**src/rtl/dcache_store_req_queue.sv**
```systemverilog
// Per-thread request FIFOs between ROB commit and the dcache pipeline.
// Buffered requests are issued round-robin across threads, one per cycle, into registered outputs.
package dcache_store_req_queue_pkg;
  typedef struct packed {
    logic        is_store;
    logic [3:0]  byte_en;
    logic [31:0] addr;
    logic [31:0] data;
  } dcache_request_t;
endpackage

module dcache_store_req_queue
  import dcache_store_req_queue_pkg::*;
#(
  parameter int NUM_THREADS = 4,
  parameter int THR_W       = 2,
  parameter int DEPTH       = 2
) (
  input  logic                   clock,
  input  logic                   reset,
  input  logic                   req_to_dcache_valid,
  input  dcache_request_t        req_to_dcache_info,
  input  logic [THR_W-1:0]       req_to_dcache_thread_id,
  output logic [NUM_THREADS-1:0] cache_ready,
  output logic                   cache_stage_free_next_cycle,
  output logic [THR_W-1:0]       cache_thread_next_cycle,
  input  logic                   cache_pipe_stall,
  output logic                   dcache_req_valid,
  output dcache_request_t        dcache_req_info,
  output logic [THR_W-1:0]       dcache_req_thread_id,
  output logic                   protocol_error
);

  localparam int PTR_W = $clog2(DEPTH);
  localparam int CNT_W = PTR_W + 1;
  localparam logic [CNT_W-1:0] FULL = CNT_W'(DEPTH);

  dcache_request_t mem_q [NUM_THREADS][DEPTH];

  logic [NUM_THREADS-1:0][PTR_W-1:0] wr_ptr_q, wr_ptr_d;
  logic [NUM_THREADS-1:0][PTR_W-1:0] rd_ptr_q, rd_ptr_d;
  logic [NUM_THREADS-1:0][CNT_W-1:0] count_q, count_d;
  logic [THR_W-1:0]                  rr_q, rr_d;
  logic                              valid_q, valid_d;
  dcache_request_t                   info_q, info_d;
  logic [THR_W-1:0]                  tid_q, tid_d;
  logic                              err_q, err_d;

  logic             grant_found;
  logic [THR_W-1:0] grant;
  logic             pop;
  logic             push_ok;
  logic             push_full;

  // Rotating priority: first non-empty thread at or after the RR pointer.
  always_comb begin
    // NOTE: every always_comb output gets a default first so no path can infer a latch.
    grant_found = 1'b0;
    grant       = rr_q;
    for (int i = 0; i < NUM_THREADS; i++) begin
      if (!grant_found && count_q[rr_q + THR_W'(i)] != '0) begin
        grant_found = 1'b1;
        grant       = rr_q + THR_W'(i);
      end
    end
  end

  always_comb begin
    for (int t = 0; t < NUM_THREADS; t++) begin
      cache_ready[t] = count_q[t] < FULL;
    end
  end

  assign push_ok   = req_to_dcache_valid &&  cache_ready[req_to_dcache_thread_id];
  assign push_full = req_to_dcache_valid && !cache_ready[req_to_dcache_thread_id];
  assign pop       = !cache_pipe_stall && grant_found;

  assign cache_stage_free_next_cycle = !grant_found && !cache_pipe_stall;
  assign cache_thread_next_cycle     = grant;

  always_comb begin
    wr_ptr_d = wr_ptr_q;
    rd_ptr_d = rd_ptr_q;
    count_d  = count_q;
    rr_d     = rr_q;
    valid_d  = valid_q;
    info_d   = info_q;
    tid_d    = tid_q;
    err_d    = err_q | push_full;

    for (int t = 0; t < NUM_THREADS; t++) begin
      logic push_t;
      logic pop_t;
      push_t      = push_ok && (req_to_dcache_thread_id == THR_W'(t));
      pop_t       = pop && (grant == THR_W'(t));
      wr_ptr_d[t] = wr_ptr_q[t] + PTR_W'(push_t);
      rd_ptr_d[t] = rd_ptr_q[t] + PTR_W'(pop_t);
      count_d[t]  = count_q[t] + CNT_W'(push_t) - CNT_W'(pop_t);
    end

    // A stalled pipe freezes the output registers, including valid.
    if (!cache_pipe_stall) begin
      valid_d = grant_found;
      if (grant_found) begin
        info_d = mem_q[grant][rd_ptr_q[grant]];
        tid_d  = grant;
        rr_d   = grant + THR_W'(1);
      end
    end
  end

  always_ff @(posedge clock or negedge reset) begin
    if (!reset) begin
      wr_ptr_q <= '0;
      rd_ptr_q <= '0;
      count_q  <= '0;
      rr_q     <= '0;
      valid_q  <= 1'b0;
      info_q   <= '0;
      tid_q    <= '0;
      err_q    <= 1'b0;
    end else begin
      // NOTE: non-blocking assignments so every flop samples pre-edge values.
      wr_ptr_q <= wr_ptr_d;
      rd_ptr_q <= rd_ptr_d;
      count_q  <= count_d;
      rr_q     <= rr_d;
      valid_q  <= valid_d;
      info_q   <= info_d;
      tid_q    <= tid_d;
      err_q    <= err_d;
    end
  end

  // NOTE: payload storage has no reset; zeroed counts already mark every slot as empty.
  always_ff @(posedge clock) begin
    if (push_ok) begin
      mem_q[req_to_dcache_thread_id][wr_ptr_q[req_to_dcache_thread_id]] <= req_to_dcache_info;
    end
  end

  assign dcache_req_valid     = valid_q;
  assign dcache_req_info      = info_q;
  assign dcache_req_thread_id = tid_q;
  assign protocol_error       = err_q;

endmodule

```
**config.mk**
```make
export PLATFORM = sky130hd
export DESIGN_NAME = dcache_store_req_queue
export DESIGN_NICKNAME = d
export VERILOG_FILES = /design/src/rtl/dcache_store_req_queue.sv
export SDC_FILE = /design/constraint.sdc
export NUM_CORES = 1
export LEC_CHECK = 0
export ABC_AREA = 1
export ABC_CLOCK_PERIOD_IN_PS = 6450
export CAP_MARGIN = 30
export CELL_PAD_IN_SITES_DETAIL_PLACEMENT = 0
export CELL_PAD_IN_SITES_GLOBAL_PLACEMENT = 2
export CORE_UTILIZATION = 40
export CTS_CLUSTER_DIAMETER = 100
export CTS_CLUSTER_SIZE = 28
export DETAILED_ROUTE_END_ITERATION = 10
export PLACE_DENSITY = 0.77
export SYNTH_ARGS = -nofsm -noshare
export SYNTH_HDL_FRONTEND = slang
export SYNTH_SLANG_ARGS = --single-unit
```
**constraint.sdc**
```tcl
create_clock -name clock -period 6.45 [get_ports clock]
set_input_delay 0.9675 -clock clock [delete_from_list [all_inputs] [get_ports clock]]
set_output_delay 0.9675 -clock clock [all_outputs]
set_load 0.01 [all_outputs]
```
==> results of run 1 <==
## metal layers
metal  share of wire, %  up-vias
met5              0.036        -
met4                1.1        4
met3                3.7       54
met2                 48      254
met1                 47     7941
li1                   -     7779
## worst paths after layout
kind	endpoint	slack, ps	cells past startpoint
min in group clock	dcache_req_info[40]	480	2
worst max-delay path	cache_thread_next_cycle[0]	1950	9
worst min-delay path	dcache_req_info[32]	380	1
worst min register to register	dcache_req_info[40]	480	2
max in group asynchronous	count_q[7]	4740	2
worst max register to register	dcache_req_info[42]	2460	16
## cells in the mapped netlist (3+ instances only)
| cell type | count | area, sq um |
|---|---|---|
| buf_6 | 3 | 33.8 |
| buf_4 | 20 | 150 |
| xnor2_1 | 4 | 35.0 |
| nand2_2 | 12 | 75.1 |
| nor2_1 | 17 | 63.8 |
| xor2_1 | 12 | 105 |
| buf_2 | 80 | 400 |
| inv_1 | 26 | 97.6 |
| ha_1 | 8 | 100 |
| nand3_1 | 369 | 1850 |
| dfrtp_1 | 91 | 2280 |
| clkbuf_1 | 13 | 48.8 |
| buf_1 | 6 | 22.5 |
| o21ai_1 | 5 | 25.0 |
| nand2_1 | 1018 | 3820 |
| edfxtp_1 | 552 | 16600 |
## through the flow
stage | hold slack, ps | std cells | util (%) | instance area (sq um) | setup slack, ps
after floorplan | 442 | 2250 | - | 25800 | 1280
after global placement | 463 | 3152 | 44.3 | 28100 | 2140
after detailed placement | 464 | 3155 | 44.4 | 28200 | 2100
after CTS | 386 | 3207 | 45.8 | 29000 | 1810
after global routing | 401 | 3209 | 45.9 | 29100 | 1770
final | 378 | 3209 | 45.9 | 29100 | 1950
## sequential cells by signal (all words and copies together), names as in the netlist
signal                flops
rd_ptr_q                  4
dcache_req_valid          1
rr_q                      2
count_q                   8
dcache_req_info          69
dcache_req_thread_id      2
mem_q                   552
wr_ptr_q                  4
protocol_error            1
## final cells by class
class	instances	area share [%]
Tap cell	846	3.64
Sequential cell	643	64.8
Multi-Input combinational cell	1456	21.6
Clock inverter	6	0.237
Timing Repair Buffer	183	6.61
Inverter	29	0.374
Clock buffer	46	2.75
## kinds of logic (layout without fill, tap and decap cells)
family / Yosys count / in the layout / synth area share, %
adders and majority gates: 8 / 8 / 0.388
AOI/OAI and AO/OA: 11 / 11 / 0.281
and+or+nand+nor: 1421 / 1421 / 22.7
xor gates and xnor gates: 16 / 16 / 0.543
DFF: 643 / 643 / 73.1
buffers and inverters: 151 / 264 / 2.96
==> impl_metrics.xml, run 1 <==
<?xml version="1.0" encoding="UTF-8"?>
<metrics>
  <group name="run_status">
    <metric name="result_of_the_run" unit="">finished clean</metric>
  </group>
  <group name="critical_path">
    <metric name="critical-path-max-stage-delay" unit="ps">690</metric>
    <metric name="critical_path.reg2reg.startpoint" unit="">rr_q[0]</metric>
    <metric name="critical_path.top_delay_family" unit="">simple AND/OR/NAND/NOR gates</metric>
    <metric name="cp-startpoint" unit="">rr_q[0]</metric>
    <metric name="cp_num_buf_inv" unit="">2</metric>
    <metric name="critical_path.most_common_cell" unit="">nand2_2</metric>
    <metric name="worstSetupEndpointType" unit="">output pin</metric>
    <metric name="critPathArrivalTime" unit="ps">3530</metric>
    <metric name="worst_path_max_delay_cell" unit="">clkdlybuf4s50_1</metric>
    <metric name="worst_ep_required_time" unit="ps">5480</metric>
    <metric name="timing.critical_path.cells" unit="">inv_2 &gt; o21ai_1 &gt; nand3_1 &gt; nand2_2 &gt; nand2_2 &gt; nor2_4 &gt; nand3_2 &gt; nand2_8 &gt; clkdlybuf4s50_1</metric>
    <metric name="crit_path_max_fanout" unit="">108</metric>
    <metric name="critPathLaunchType" unit="">register</metric>
    <metric name="timing.setup.critical_path_class" unit="">reg -&gt; out</metric>
  </group>
  <group name="placement">
    <metric name="place.port_buffers" unit="">154</metric>
    <metric name="routability_congestion" unit="">0.772</metric>
    <metric name="post-dp-hpwl" unit="microns">32800</metric>
  </group>
  <group name="die">
    <metric name="die_width" unit="microns">256</metric>
    <metric name="placement_rows" unit="">92</metric>
    <metric name="floorplan.die.height" unit="microns">256</metric>
    <metric name="io_pins" unit="">155</metric>
    <metric name="floorplan.die_area" unit="sq um">65500</metric>
    <metric name="core" unit="sq um">63400</metric>
    <metric name="initial_core_utilization" unit="%">40.7</metric>
  </group>
  <group name="synth">
    <metric name="synth_enable_flop_cells" unit="">552</metric>
    <metric name="syn_inst" unit="">2250</metric>
    <metric name="yosys_warnings" unit="">0</metric>
    <metric name="syn-cell-area" unit="sq um">25800</metric>
    <metric name="synth.yosys.seq_area_share" unit="%">73.1</metric>
    <metric name="synth-async-reset-ratio" unit="%">14.2</metric>
    <metric name="flip_flop_cell_with_the_highest_count_after_synthesis" unit="">edfxtp_1</metric>
    <metric name="post_synth.cell_area_avg" unit="sq um">11.5</metric>
    <metric name="synth_cell_type_count" unit="">28</metric>
    <metric name="postSynthRegisterBits" unit="">643</metric>
    <metric name="mappedNetlistNets" unit="">2333</metric>
  </group>
  <group name="grt">
    <metric name="grt_first_pass_wirelength" unit="microns">97100</metric>
    <metric name="grt-busiest-layer" unit="">met2</metric>
    <metric name="antenna_found_initial" unit="">2</metric>
    <metric name="grtUsageMet1" unit="%">27.2</metric>
    <metric name="met2_usage" unit="%">32.5</metric>
    <metric name="grt_pass1_vias" unit="">15600</metric>
    <metric name="pin_count_of_the_biggest_net_entering_global_routing" unit="">126</metric>
    <metric name="grt_overflow" unit="">0</metric>
    <metric name="grt_util_met3" unit="%">2.45</metric>
    <metric name="grt.total_usage" unit="%">19.3</metric>
  </group>
  <group name="sta">
    <metric name="timing_worst_slew_pin_value" unit="ps">961</metric>
    <metric name="max_freq" unit="GHz">0.222</metric>
    <metric name="fin_setup_tns" unit="ps">0</metric>
    <metric name="timing_max_transition_violations_final" unit="">0</metric>
    <metric name="final-hold-violation-count" unit="">0</metric>
    <metric name="fin_crit_period" unit="ps">4500</metric>
    <metric name="period_share" unit="%">69.8</metric>
    <metric name="final.setup_skew" unit="ps">28.5</metric>
    <metric name="setup-violations-final" unit="">0</metric>
    <metric name="grt_setup_unrepaired" unit="">false</metric>
    <metric name="timing.max_slew.rel_slack" unit="%">35.9</metric>
  </group>
  <group name="clock_network">
    <metric name="clkSlewWorstSetupHoldPaths" unit="ps">100</metric>
    <metric name="clock_insertion_delay_worst_skew" unit="ps">620</metric>
    <metric name="cts.root.buffer_cell" unit="">clkbuf_16</metric>
    <metric name="ctsHoldBuffers" unit="">0</metric>
    <metric name="cts_setup_buffers" unit="">0</metric>
    <metric name="clock_path_buffers" unit="">3</metric>
    <metric name="ctsHtreeMaxLevel" unit="">1</metric>
    <metric name="tritoncts" unit="">built</metric>
    <metric name="cts_made_buffers" unit="">28</metric>
    <metric name="cts-resized-gates" unit="">0</metric>
    <metric name="cts.sink_count" unit="">643</metric>
  </group>
  <group name="min_path">
    <metric name="hold_path_class" unit="">in -&gt; async</metric>
  </group>
  <group name="layout">
    <metric name="multi_input_comb_area" unit="sq um">6280</metric>
    <metric name="area_growth" unit="%">12.8</metric>
    <metric name="layout.cells.most_common_list" unit="">nand2_1 (1016), edfxtp_1 (552), nand3_1 (369)</metric>
    <metric name="post_route_cells_drive_above_1_share" unit="%">4.06</metric>
    <metric name="antenna-diode-count" unit="">0</metric>
    <metric name="total_nets_final" unit="">2424</metric>
    <metric name="fillers" unit="">5773</metric>
    <metric name="sequential_cell_area" unit="sq um">18900</metric>
    <metric name="mostFrequentLayoutCell" unit="">nand2_1</metric>
  </group>
  <group name="route">
    <metric name="drc_errors" unit="">0</metric>
    <metric name="avgViaCountPerCell" unit="">5.00</metric>
    <metric name="avgRoutedWirePerCell" unit="microns">19.7</metric>
    <metric name="detail_route.iter0.violations" unit="">924</metric>
    <metric name="finalWirelength" unit="microns">63100</metric>
    <metric name="iteration_count_of_the_initial_detailed_routing_pass" unit="">4</metric>
    <metric name="antenna_left" unit="">0</metric>
    <metric name="vias" unit="">16000</metric>
  </group>
  <group name="job">
    <metric name="drv.max_cap_violation_count" unit="">0</metric>
  </group>
</metrics>
Power of run 1 is left out: the tool's default activity adds up to more than one toggle a clock period on the data nets, which glitch-free logic cannot reach.
==> run 2, diff against run 1 <==
--- a/config.mk
+++ b/config.mk
@@ -6,15 +6,15 @@
 export NUM_CORES = 1
 export LEC_CHECK = 0
 export ABC_AREA = 1
-export ABC_CLOCK_PERIOD_IN_PS = 6450
+export ABC_CLOCK_PERIOD_IN_PS = 3800
 export CAP_MARGIN = 30
 export CELL_PAD_IN_SITES_DETAIL_PLACEMENT = 0
 export CELL_PAD_IN_SITES_GLOBAL_PLACEMENT = 2
-export CORE_UTILIZATION = 40
+export CORE_UTILIZATION = 36
 export CTS_CLUSTER_DIAMETER = 100
 export CTS_CLUSTER_SIZE = 28
 export DETAILED_ROUTE_END_ITERATION = 10
-export PLACE_DENSITY = 0.77
+export PLACE_DENSITY = 0.73
 export SYNTH_ARGS = -nofsm -noshare
 export SYNTH_HDL_FRONTEND = slang
 export SYNTH_SLANG_ARGS = --single-unit
==> constraint.sdc (replaced) <==
create_clock -name clock -period 3.8 [get_ports clock]
set_input_delay 0.57 -clock clock [delete_from_list [all_inputs] [get_ports clock]]
set_output_delay 0.57 -clock clock [all_outputs]
set_load 0.01 [all_outputs]
==> run 2 against run 1 <==
Compared with the run above:
- worst hold slack better by 100 ps
- non-clock buffer count up 14
- setup slack worse by 1700 ps
- critical path depth unchanged
- final cell count up 3.6%
- largest cell class unchanged
- die area up 11%
==> impl_metrics.xml, run 2 (synthesized netlist as in run 1, its figures left out) <==
<?xml version="1.0" encoding="UTF-8"?>
<metrics>
  <group name="run_status">
    <metric name="result_of_the_run" unit="">finished clean</metric>
  </group>
  <group name="sta">
    <metric name="grt_setup_unrepaired" unit="">false</metric>
    <metric name="final.setup_skew" unit="ps">28.8</metric>
    <metric name="fin_crit_period" unit="ps">3590</metric>
    <metric name="timing.hold.ws" unit="ps">478</metric>
    <metric name="timing_max_transition_violations_final" unit="">0</metric>
    <metric name="timing.max_slew.rel_slack" unit="%">51.0</metric>
    <metric name="final-hold-violation-count" unit="">0</metric>
    <metric name="setup-violations-final" unit="">0</metric>
    <metric name="fin_setup_tns" unit="ps">0</metric>
    <metric name="setup_ws" unit="ps">213</metric>
    <metric name="timing_worst_slew_pin_value" unit="ps">735</metric>
    <metric name="max_freq" unit="GHz">0.279</metric>
    <metric name="period_share" unit="%">94.4</metric>
  </group>
  <group name="grt">
    <metric name="grt_overflow" unit="">0</metric>
    <metric name="pin_count_of_the_biggest_net_entering_global_routing" unit="">104</metric>
    <metric name="grt_first_pass_wirelength" unit="microns">98500</metric>
    <metric name="grt_pass1_vias" unit="">15700</metric>
    <metric name="grt.total_usage" unit="%">17.6</metric>
    <metric name="antenna_found_initial" unit="">8</metric>
  </group>
  <group name="route">
    <metric name="finalWirelength" unit="microns">64100</metric>
    <metric name="avgViaCountPerCell" unit="">4.83</metric>
    <metric name="drc_errors" unit="">0</metric>
    <metric name="vias" unit="">16100</metric>
    <metric name="detail_route.iter0.violations" unit="">994</metric>
    <metric name="avgRoutedWirePerCell" unit="microns">19.3</metric>
    <metric name="antenna_left" unit="">0</metric>
    <metric name="iteration_count_of_the_initial_detailed_routing_pass" unit="">5</metric>
  </group>
  <group name="clock_network">
    <metric name="cts.sink_count" unit="">643</metric>
    <metric name="clock_insertion_delay_worst_skew" unit="ps">620</metric>
    <metric name="ctsHtreeMaxLevel" unit="">1</metric>
    <metric name="clock_path_buffers" unit="">3</metric>
    <metric name="cts_setup_buffers" unit="">0</metric>
    <metric name="cts_made_buffers" unit="">28</metric>
    <metric name="clkSlewWorstSetupHoldPaths" unit="ps">100</metric>
    <metric name="tritoncts" unit="">built</metric>
    <metric name="cts.root.buffer_cell" unit="">clkbuf_16</metric>
  </group>
  <group name="layout">
    <metric name="area_growth" unit="%">14.5</metric>
    <metric name="mostFrequentLayoutCell" unit="">nand2_1</metric>
    <metric name="layout.cells.most_common_list" unit="">nand2_1 (1016), edfxtp_1 (552), nand3_1 (369)</metric>
    <metric name="post_route_cells_drive_above_1_share" unit="%">4.63</metric>
    <metric name="total_nets_final" unit="">2438</metric>
    <metric name="fillers" unit="">6533</metric>
    <metric name="largest_reg_flops" unit="">552</metric>
    <metric name="finish.cell_count_without_fillers" unit="">3324</metric>
  </group>
  <group name="critical_path">
    <metric name="critPathArrivalTime" unit="ps">3020</metric>
    <metric name="critical_path.reg2reg.startpoint" unit="">rr_q[0]</metric>
    <metric name="worst_ep_required_time" unit="ps">3230</metric>
    <metric name="critPathLaunchType" unit="">register</metric>
    <metric name="cp-startpoint" unit="">rr_q[0]</metric>
    <metric name="worstSetupEndpointType" unit="">output pin</metric>
    <metric name="timing.setup.critical_path_class" unit="">reg -&gt; out</metric>
    <metric name="crit_path_max_fanout" unit="">39</metric>
  </group>
  <group name="die">
    <metric name="die_width" unit="microns">270</metric>
    <metric name="core" unit="sq um">70500</metric>
    <metric name="floorplan.die.height" unit="microns">270</metric>
    <metric name="initial_core_utilization" unit="%">36.6</metric>
    <metric name="placement_rows" unit="">97</metric>
    <metric name="floorplan.die_area" unit="sq um">72700</metric>
    <metric name="io_pins" unit="">155</metric>
  </group>
  <group name="placement">
    <metric name="post-dp-hpwl" unit="microns">35200</metric>
    <metric name="numPlacedInstances" unit="">3264</metric>
    <metric name="routability_congestion" unit="">0.726</metric>
    <metric name="place_worst_setup_slack" unit="ps">466</metric>
    <metric name="place.port_buffers" unit="">154</metric>
  </group>
  <group name="min_path">
    <metric name="hold_path_class" unit="">reg -&gt; reg</metric>
    <metric name="timing.hold.worst.start" unit="">rd_ptr_q[3]</metric>
  </group>
  <group name="job">
    <metric name="drv.max_cap_violation_count" unit="">0</metric>
  </group>
</metrics>
[run 2: worst max-delay path, stage by stage (launching register included)]
cell	delay [ps]
dfrtp_2	480
inv_2	140
o21ai_1	180
nand3_1	130
nand2_2	170
nand2_2	100
nor2_4	120
nand3_2	160
nand2_8	300
clkdlybuf4s50_1	620
[run 2: worst paths after layout]
kind | to | cells after the start | slack, ps
max | cache_thread_next_cycle[0] | 9 | 210
min reg2reg | rd_ptr_q[3] | 1 | 480
min in group asynchronous | dcache_req_info[31] | 2 | 550
min | rd_ptr_q[3] | 1 | 480
max reg2reg | dcache_req_info[45] | 15 | 730
max in group asynchronous | dcache_req_info[7] | 3 | 2500
[run 2: timing repair]
item	in CTS	in global routing
resized for setup	0	1
hold buffers	1	0
endpoints found under the setup margin	0	1
endpoints found under the hold margin	3	0
[run 2: stage by stage]
step                utilization [%]  area [sq um]
floorplan                         -         25800
global placement               40.6         28600
detailed placement             40.6         28600
CTS                            41.8         29500
global route                   41.9         29500
finish                         41.9         29500
[run 2: layer usage]
metal | up-vias | wire length, microns | GRT usage [%]
li1 | 7822 | - | -
met1 | 7946 | 29000 | 23.7
met2 | 240 | 32000 | 30.4
met3 | 47 | 2150 | 2.02
met4 | 4 | 986 | 3.75
met5 | - | 23 | 0
[run 2: area by class of cell]
type,instances,area (sq um),share of cell area [%]
Antenna cell,7,17.5,0.0593
Sequential cell,643,18900,63.9
Tap cell,940,1180,3.98
Multi-Input combinational cell,1456,6270,21.3
Clock inverter,8,70.1,0.237
Timing Repair Buffer,197,2240,7.59
Inverter,29,109,0.369
Clock buffer,44,782,2.65
Power of run 2 is left out for the same reason.
